===== src/rtl/mult_div_unit.sv =====
// Iterative 32x32 multiply / divide unit: 32 iterations per operation, {hi, lo} result on prod.
// Define MULT_DIV_SIGNED_EN to enable two's-complement mult/div; otherwise op[0] is ignored.
module mult_div_unit (
  input  logic        clock,
  input  logic        reset,
  input  logic        start,
  input  logic [1:0]  op,
  input  logic [31:0] src_a,
  input  logic [31:0] src_b,
  output logic        busy,
  output logic        done,
  output logic [63:0] prod,
  output logic        div_by_zero
);

  localparam int unsigned W  = 32;
  localparam int unsigned CW = 5;

  typedef enum logic [1:0] {IDLE, RUN, DONE} state_t;

  state_t          state, state_next;
  logic [CW-1:0]   count;
  logic            is_div;
  logic            dbz_pend;
  logic [W-1:0]    divisor;
  logic [2*W-1:0]  work;
  logic [2*W-1:0]  step;
  logic [2*W-1:0]  result;
  logic [W-1:0]    a_mag, b_mag;
  logic [W:0]      mul_sum, rem_shift, diff;
  logic            accept, last;

`ifdef MULT_DIV_SIGNED_EN
  logic sign_op, a_neg, b_neg;
  logic neg_prod, neg_quot, neg_rem;
`else
  logic unused_op_sign;
  assign unused_op_sign = op[0];
`endif

  assign accept = start && (state != RUN);
  assign last   = (state == RUN) && (count == CW'(W - 1));

  // State register
  always_ff @(posedge clock or posedge reset) begin
    if (reset) state <= IDLE;
    else       state <= state_next;
  end

  // Next-state logic
  always_comb begin
    state_next = state;
    case (state)
      IDLE:    if (start) state_next = RUN;
      RUN:     if (last)  state_next = DONE;
      DONE:    state_next = start ? RUN : IDLE;
      default: state_next = IDLE;
    endcase
  end

  // Operand magnitudes; the iteration always works on unsigned values
  always_comb begin
    a_mag = src_a;
    b_mag = src_b;
`ifdef MULT_DIV_SIGNED_EN
    sign_op = ~op[0];
    a_neg   = sign_op & src_a[W-1];
    b_neg   = sign_op & src_b[W-1];
    if (a_neg) a_mag = -src_a;
    if (b_neg) b_mag = -src_b;
`endif
  end

  // One iteration: shift-add multiply or restoring divide on work = {hi, lo}
  always_comb begin
    mul_sum   = {1'b0, work[2*W-1:W]} + (work[0] ? {1'b0, divisor} : '0);
    rem_shift = work[2*W-1:W-1];
    diff      = rem_shift - {1'b0, divisor};
    if (!is_div)      step = {mul_sum, work[W-1:1]};
    else if (diff[W]) step = {rem_shift[W-1:0], work[W-2:0], 1'b0};
    else              step = {diff[W-1:0], work[W-2:0], 1'b1};
  end

  // Final sign correction; a zero divisor keeps quotient all-ones and hi = dividend
  always_comb begin
    result = step;
`ifdef MULT_DIV_SIGNED_EN
    if (is_div) begin
      if (neg_rem)  result[2*W-1:W] = -step[2*W-1:W];
      if (neg_quot) result[W-1:0]   = -step[W-1:0];
    end else if (neg_prod) begin
      result = -step;
    end
`endif
  end

  // Datapath and registered outputs
  always_ff @(posedge clock or posedge reset) begin
    if (reset) begin
      count       <= '0;
      is_div      <= 1'b0;
      dbz_pend    <= 1'b0;
      divisor     <= '0;
      work        <= '0;
      busy        <= 1'b0;
      done        <= 1'b0;
      prod        <= '0;
      div_by_zero <= 1'b0;
`ifdef MULT_DIV_SIGNED_EN
      neg_prod    <= 1'b0;
      neg_quot    <= 1'b0;
      neg_rem     <= 1'b0;
`endif
    end else begin
      busy        <= (state_next == RUN);
      done        <= (state_next == DONE);
      div_by_zero <= last ? dbz_pend : 1'b0;
      if (accept) begin
        count    <= '0;
        is_div   <= op[1];
        dbz_pend <= op[1] && (src_b == '0);
        divisor  <= b_mag;
        work     <= {W'(0), a_mag};
`ifdef MULT_DIV_SIGNED_EN
        neg_prod <= !op[1] && (a_neg ^ b_neg);
        neg_quot <= op[1] && (a_neg ^ b_neg) && (src_b != '0);
        neg_rem  <= op[1] && a_neg;
`endif
      end else if (state == RUN) begin
        work  <= step;
        count <= count + CW'(1);
        if (last) prod <= result;
      end
    end
  end

endmodule


===== config.mk =====
export PLATFORM = sky130hd
export DESIGN_NAME = mult_div_unit
export DESIGN_NICKNAME = d
export VERILOG_FILES = /design/src/rtl/mult_div_unit.sv
export SDC_FILE = /design/constraint.sdc
export NUM_CORES = 1
export LEC_CHECK = 0
export ABC_AREA = 1
export CORE_MARGIN = 2
export CORE_UTILIZATION = 50
export DETAILED_ROUTE_END_ITERATION = 8
export PLACE_DENSITY = 0.86
export SYNTH_ARGS = -nofsm -noshare
export SYNTH_HDL_FRONTEND = slang
export SYNTH_SLANG_ARGS = --single-unit

===== constraint.sdc =====
create_clock -name clock -period 6.38 [get_ports clock]
set_input_delay 1.595 -clock clock [delete_from_list [all_inputs] [get_ports clock]]
set_output_delay 1.595 -clock clock [all_outputs]
set_load 0.01 [all_outputs]

==> metrics.txt, run 1 <==
LEAKAGE=8.038 nW; largest net degree at the start of global routing=106; starting density of the core=50.61%; Util after Layout=59.53%; clock tree from TritonCTS=yes; prevailing post-synth register cell=dfrtp_1; Hold Crit Depth=2; synthesized area=12670 µm²; total power=9.438 mW; startpoint types=primary input; final number of setup-violating endpoints=0; first-pass GRT wire length=63220 µm; synthesized flop and latch total=172; Port Buffers=134; area leader, netlist=dfrtp_1; Slew Viols, Final=0; HPWL Detailed=30370 µm; layout cells sized above 1=3.337%; vias in the first global route=12080; Seq/Total Area, Yosys=33.97%; Via density=5.381; initial antenna violation count=0; worst-path maximum fanout=75; crit path kind=primary input to flip-flop; Final GP Congestion=0.9557; Hold Crit Class=flip-flop to flip-flop; DRC violations left=0; Yosys top cell area share=33.97%; cts repair resizes=0; drt pass-1 iters=6; Skew-Pair Late Insertion Delay=460 ps; maximum vdd drop=0.2536 mV; clock-pin transition on the worst setup and hold timing paths=90 ps; Syn. warnings=0; synth unique cells=41; total CTS buffers=17; Via Count=13060; CTS Hold Bufs=0; minimum clock period=3503 ps; final hold violations=0; Routed Antenna Nets=0; flop-to-flop setup slack=3120 ps; Critical Path End Type=flip-flop; Routed WL=39900 µm; antenna cells=0; Max-Cap Viols=0; Peak Freq=0.2855 GHz; I/O pins=136; Sink Count=172; Fillers=2385; DR iter-0 viols=1294; Die Y=163.2 µm; die area=26630 µm²; worst reg2reg path depth=18; Commonest cells post-synth=822 x nand2_1, 308 x inv_1, 172 x dfrtp_1, 145 x nand3_1, 108 x o21ai_0; most common cell in the netlist=nand2_1; max-slew headroom at the worst pin=30.09%; gr usage total=30.12%; number of synthesized flops with an enable pin=0; Async S/R FF share, synth=100.0%; status=complete, no violations; Synth area leaders=dfrtp_1 34%, nand2_1 24%, inv_1 9.1%; Die Wd=163.2 µm; Row Count=58; Hold Slack=485.2 ps; actual slew at the worst max-slew pin=1049 ps; CTS max path bufs=2; NumNets Final=2222; Data arrival, critical path=3850 ps; grt ovf=0; Critical Path RT=6730 ps; core area=25040 µm²; Post-Syn Area per Cell=6.393 µm²; power density cells=633.3 nW/µm²; htree depth=4; Post-Synthesis Cells=1982; RSZ-0062 raised after global routing=no; Synth-to-Final Area Change=17.63%; Setup TNS=0 ps; post-CTS setup buffer count=0; Mapped Nets=2119; clk root buf=clkbuf_16; Routed wire per std cell=16.43 µm; Max Clock Skew=18.79 ps; crit share post-route=54.90%
[power by group]
part / internal [mW] / leakage (nW) / switching [mW]
sequential: 1.57 / 2.12 / 0.386
combinational: 2.19 / 5.61 / 4.16
clock: 0.552 / 0.307 / 0.588
[per-layer routing]
| metal | routed length [µm] | GRT usage, % | share of wire [%] | vias to the layer above |
|---|---|---|---|---|
| li1 | - | - | - | 6403 |
| met2 | 17960 | 47.45 | 45 | 555 |
| met4 | 1230 | 10.54 | 3.1 | 0 |
| met3 | 2936 | 3.225 | 7.4 | 77 |
| met1 | 17770 | 43.09 | 45 | 6029 |
| met5 | 0 | 0 | 0 | - |
[logic make-up after synthesis]
logic type	count (synthesis)	share of synthesized area (%)
compound gates	233	10.52
xor+xnor	21	1.452
fa+ha+maj	68	6.833
buf+inv	371	11.34
flops	172	33.97
simple gates	1117	35.89
[placed cells by master, fill, tap and decap left out, types with 7 or more instances in the layout]
master,count
a21o_1,7
clkdlybuf4s50_1,134
dfrtp_1,171
a21oi_1,65
nor4_1,9
nand4_1,13
nand2_1,821
xnor2_1,13
o21ai_0,108
nand3_1,145
clkbuf_16,17
nor2_1,89
nor3_1,9
o211ai_1,21
inv_1,306
o21bai_1,8
buf_4,10
xor2_1,8
ha_1,66
[path summary, 6_finish.rpt]
| check | start | end |
|---|---|---|
| worst max-delay path | start | dbz_pend |
| worst max register to register | work[31] | prod[62] |
| worst min-delay path | prod[54] | prod[54] |
| min in group asynchronous | reset | prod[62] |
| max in group asynchronous | reset | prod[40] |
| worst min register to register | prod[54] | prod[54] |
[sequential cells by signal, indices dropped and copies added, names as in the netlist]
name,count
busy,1
div_by_zero,1
is_div,1
done,1
work,64
count,5
prod,64
divisor,32
state,2
dbz_pend,1
[metrics by stage]
| stage | area, µm² | std cells | setup slack, ps |
|---|---|---|---|
| after CTS | 14900 | 2428 | 2860 |
| final | 14900 | 2428 | 2877 |
| after detailed placement | 14260 | 2396 | 2400 |
| after floorplan | 12670 | 1982 | 124.9 |
| after global placement | 14260 | 2396 | 2471 |
| after global routing | 14900 | 2428 | 2692 |
[worst max-delay path, stage by stage]
cell,delay (ps)
clkdlybuf4s50_1,530
inv_1,120
nor2_4,520
buf_4,650
nand2_1,140
o32ai_1,290
[layout make-up]
| class | count | area, µm² | area share [%] |
|---|---|---|---|
| well taps | 330 | 412.9 | 2.770 |
| multi-input cells | 1439 | 6955 | 46.67 |
| repair buffers | 144 | 1416 | 9.503 |
| inverters | 311 | 1172 | 7.866 |
| flip-flops and latches | 172 | 4305 | 28.89 |
| clock inverters | 15 | 216.5 | 1.452 |
| clock buffers | 17 | 425.4 | 2.854 |
(Power assumes the default switching activity.)
==> run 2: changes to the inputs <==
--- a/config.mk
+++ b/config.mk
@@ -9,7 +9,7 @@
 export CORE_MARGIN = 2
 export CORE_UTILIZATION = 50
 export DETAILED_ROUTE_END_ITERATION = 8
-export PLACE_DENSITY = 0.86
+export PLACE_DENSITY = 0.83
 export SYNTH_ARGS = -nofsm -noshare
 export SYNTH_HDL_FRONTEND = slang
 export SYNTH_SLANG_ARGS = --single-unit
==> constraint.sdc (replaced) <==
create_clock -name clock -period 3.67 [get_ports clock]
set_input_delay 0.9175 -clock clock [delete_from_list [all_inputs] [get_ports clock]]
set_output_delay 0.9175 -clock clock [all_outputs]
set_load 0.01 [all_outputs]
==> run 2 against run 1 <==
Effect of this change: die area did not move; highest routed layer unchanged; largest power group unchanged; sequential power up 74%; final area grew 0.56%; global-route usage grew 1.1 points; worst hold slack improved by 2.9 ps; first-iteration DRC count shrank 0.77%; clock power grew 75%; critical path depth up 11; non-clock buffer count up 6.
==> metrics.txt, run 2 (same netlist as run 1, synthesis figures left out) <==
final number of setup-violating endpoints=0; clock tree from TritonCTS=yes; core area=25040 µm²; Util after Layout=59.87%; Sink Count=172; Slew Viols, Final=0; CP max-delay cell=fa_1; Max-Cap Viols=0; CP peak stage delay=420 ps; Skew-Pair Late Insertion Delay=460 ps; NumNets Final=2228; grt ovf=0; Routed WL=41220 µm; biggest regs=prod: 64 flops, work: 64 flops, divisor: 32 flops; status=complete, no violations; Port Buffers=134; Via Count=13020; Die Y=163.2 µm; Setup TNS=0 ps; worst reg2reg path depth=17; LEAKAGE=8.085 nW; worst-path maximum fanout=24; Via density=5.348; end of the critical path=prod[48]; most common cell after layout, fill and taps aside=nand2_1; gr usage total=31.23%; max-slew headroom at the worst pin=38.29%; crit path kind=flip-flop to flip-flop; Fillers=2443; antenna cells=0; power density cells=1111 nW/µm²; Synth-to-Final Area Change=18.29%; maximum vdd drop=0.4565 mV; DR iter-0 viols=1284; CTS max path bufs=2; largest net degree at the start of global routing=102; initial antenna violation count=0; HPWL Detailed=31560 µm; minimum clock period=3076 ps; Max Clock Skew=14.55 ps; first-pass GRT wire length=64840 µm; Top cell by count, worst path=nand2_1; clk root buf=clkbuf_16; cts repair resizes=0; Setup WS post-layout=593.9 ps; Row Count=58; layout cells sized above 1=3.612%; Final GP Congestion=0.9682; crit share post-route=83.82%; Die Wd=163.2 µm; DRC violations left=0; drt pass-1 iters=6; RR Endpoint=prod[48]; I/O pins=136; startpoint types=flip-flop; clock-pin transition on the worst setup and hold timing paths=90 ps; htree depth=4; crit path cell chain=inv_1 > ha_1 > inv_1 > fa_1 > nand2_1 > nand2_1 > nand3b_1 > nand2_2 > nand2_2 > nand2_4 > nand2_4 > nand3_1 > nand2_4 > nand2_1 > nand3_1 > nand3_1 > nand2_1; CTS Hold Bufs=0; Routed Antenna Nets=0; Peak Freq=0.3251 GHz; RSZ-0062 raised after global routing=no; post-CTS setup buffer count=0; Routed wire per std cell=16.94 µm; final hold violations=0; Critical Path RT=4060 ps; crit path from=work[31]; Data arrival, critical path=3470 ps; total CTS buffers=17; vias in the first global route=12410; flop-to-flop setup slack=590 ps; starting density of the core=50.61%; Hold Crit Class=flip-flop to flip-flop; Place WS=622.4 ps; most frequent cells in the layout=821 x nand2_1, 307 x inv_1, 171 x dfrtp_1; die area=26630 µm²; worst r2r src=work[31]; actual slew at the worst max-slew pin=925.7 ps; Critical Path End Type=flip-flop
==> run 2: per-layer routing <==
metal  wire, µm  track usage [%]  vias to the layer above  part of all wire [%]
li1           -                -                     6414                     -
met4        981            9.212                        0                   2.4
met2      18810            50.06                      467                    46
met3       2532            4.063                       65                   6.1
met1      18900            44.20                     6070                    46
met5          0                0                        -                     0
==> run 2: critical path: cells and delay by family (launching register included) <==
kind | cells | cell delay (ps)
fa+ha+maj | 2 | 660
flops | 1 | 370
buf+inv | 2 | 260
simple gates | 13 | 1720
==> run 2: worst min-delay path by stage <==
| stage | startpoint | slack (ps) | to | cells past startpoint |
|---|---|---|---|---|
| floorplan | count[3] | 450 | count[3] | 1 |
| global placement | prod[45] | 460 | prod[45] | 2 |
| detailed placement | prod[54] | 470 | prod[54] | 2 |
| CTS | prod[42] | 490 | prod[42] | 2 |
| global route | prod[10] | 500 | prod[10] | 2 |
| finish | prod[47] | 490 | prod[47] | 2 |
==> run 2: power by group <==
group / internal, mW / total, mW / switching, mW
logic: 3.86 / 11.3 / 7.39
clock network: 0.963 / 1.99 / 1.03
registers: 2.72 / 3.40 / 0.680
total: 7.55 / 16.7 / 9.10
==> run 2: layout make-up <==
type | count | area [µm²] | share of cell area (%)
multi-input cells | 1439 | 6955 | 46.41
flip-flops and latches | 172 | 4305 | 28.73
well taps | 330 | 412.9 | 2.755
inverters | 311 | 1171 | 7.814
clock inverters | 15 | 219.0 | 1.461
clock buffers | 17 | 425.4 | 2.838
repair buffers | 150 | 1499 | 10.00
==> run 2: per-stage QoR <==
stage / cells / total power, mW / cell area (µm²) / hold slack, ps
after floorplan: 1982 / 11.05 / 12670 / 450.9
after global placement: 2402 / 14.19 / 14340 / 464.9
after detailed placement: 2402 / 14.38 / 14340 / 466.3
after CTS: 2434 / 16.46 / 14990 / 490.8
after global routing: 2434 / 18.06 / 14990 / 502.1
final: 2434 / 16.65 / 14990 / 488.0
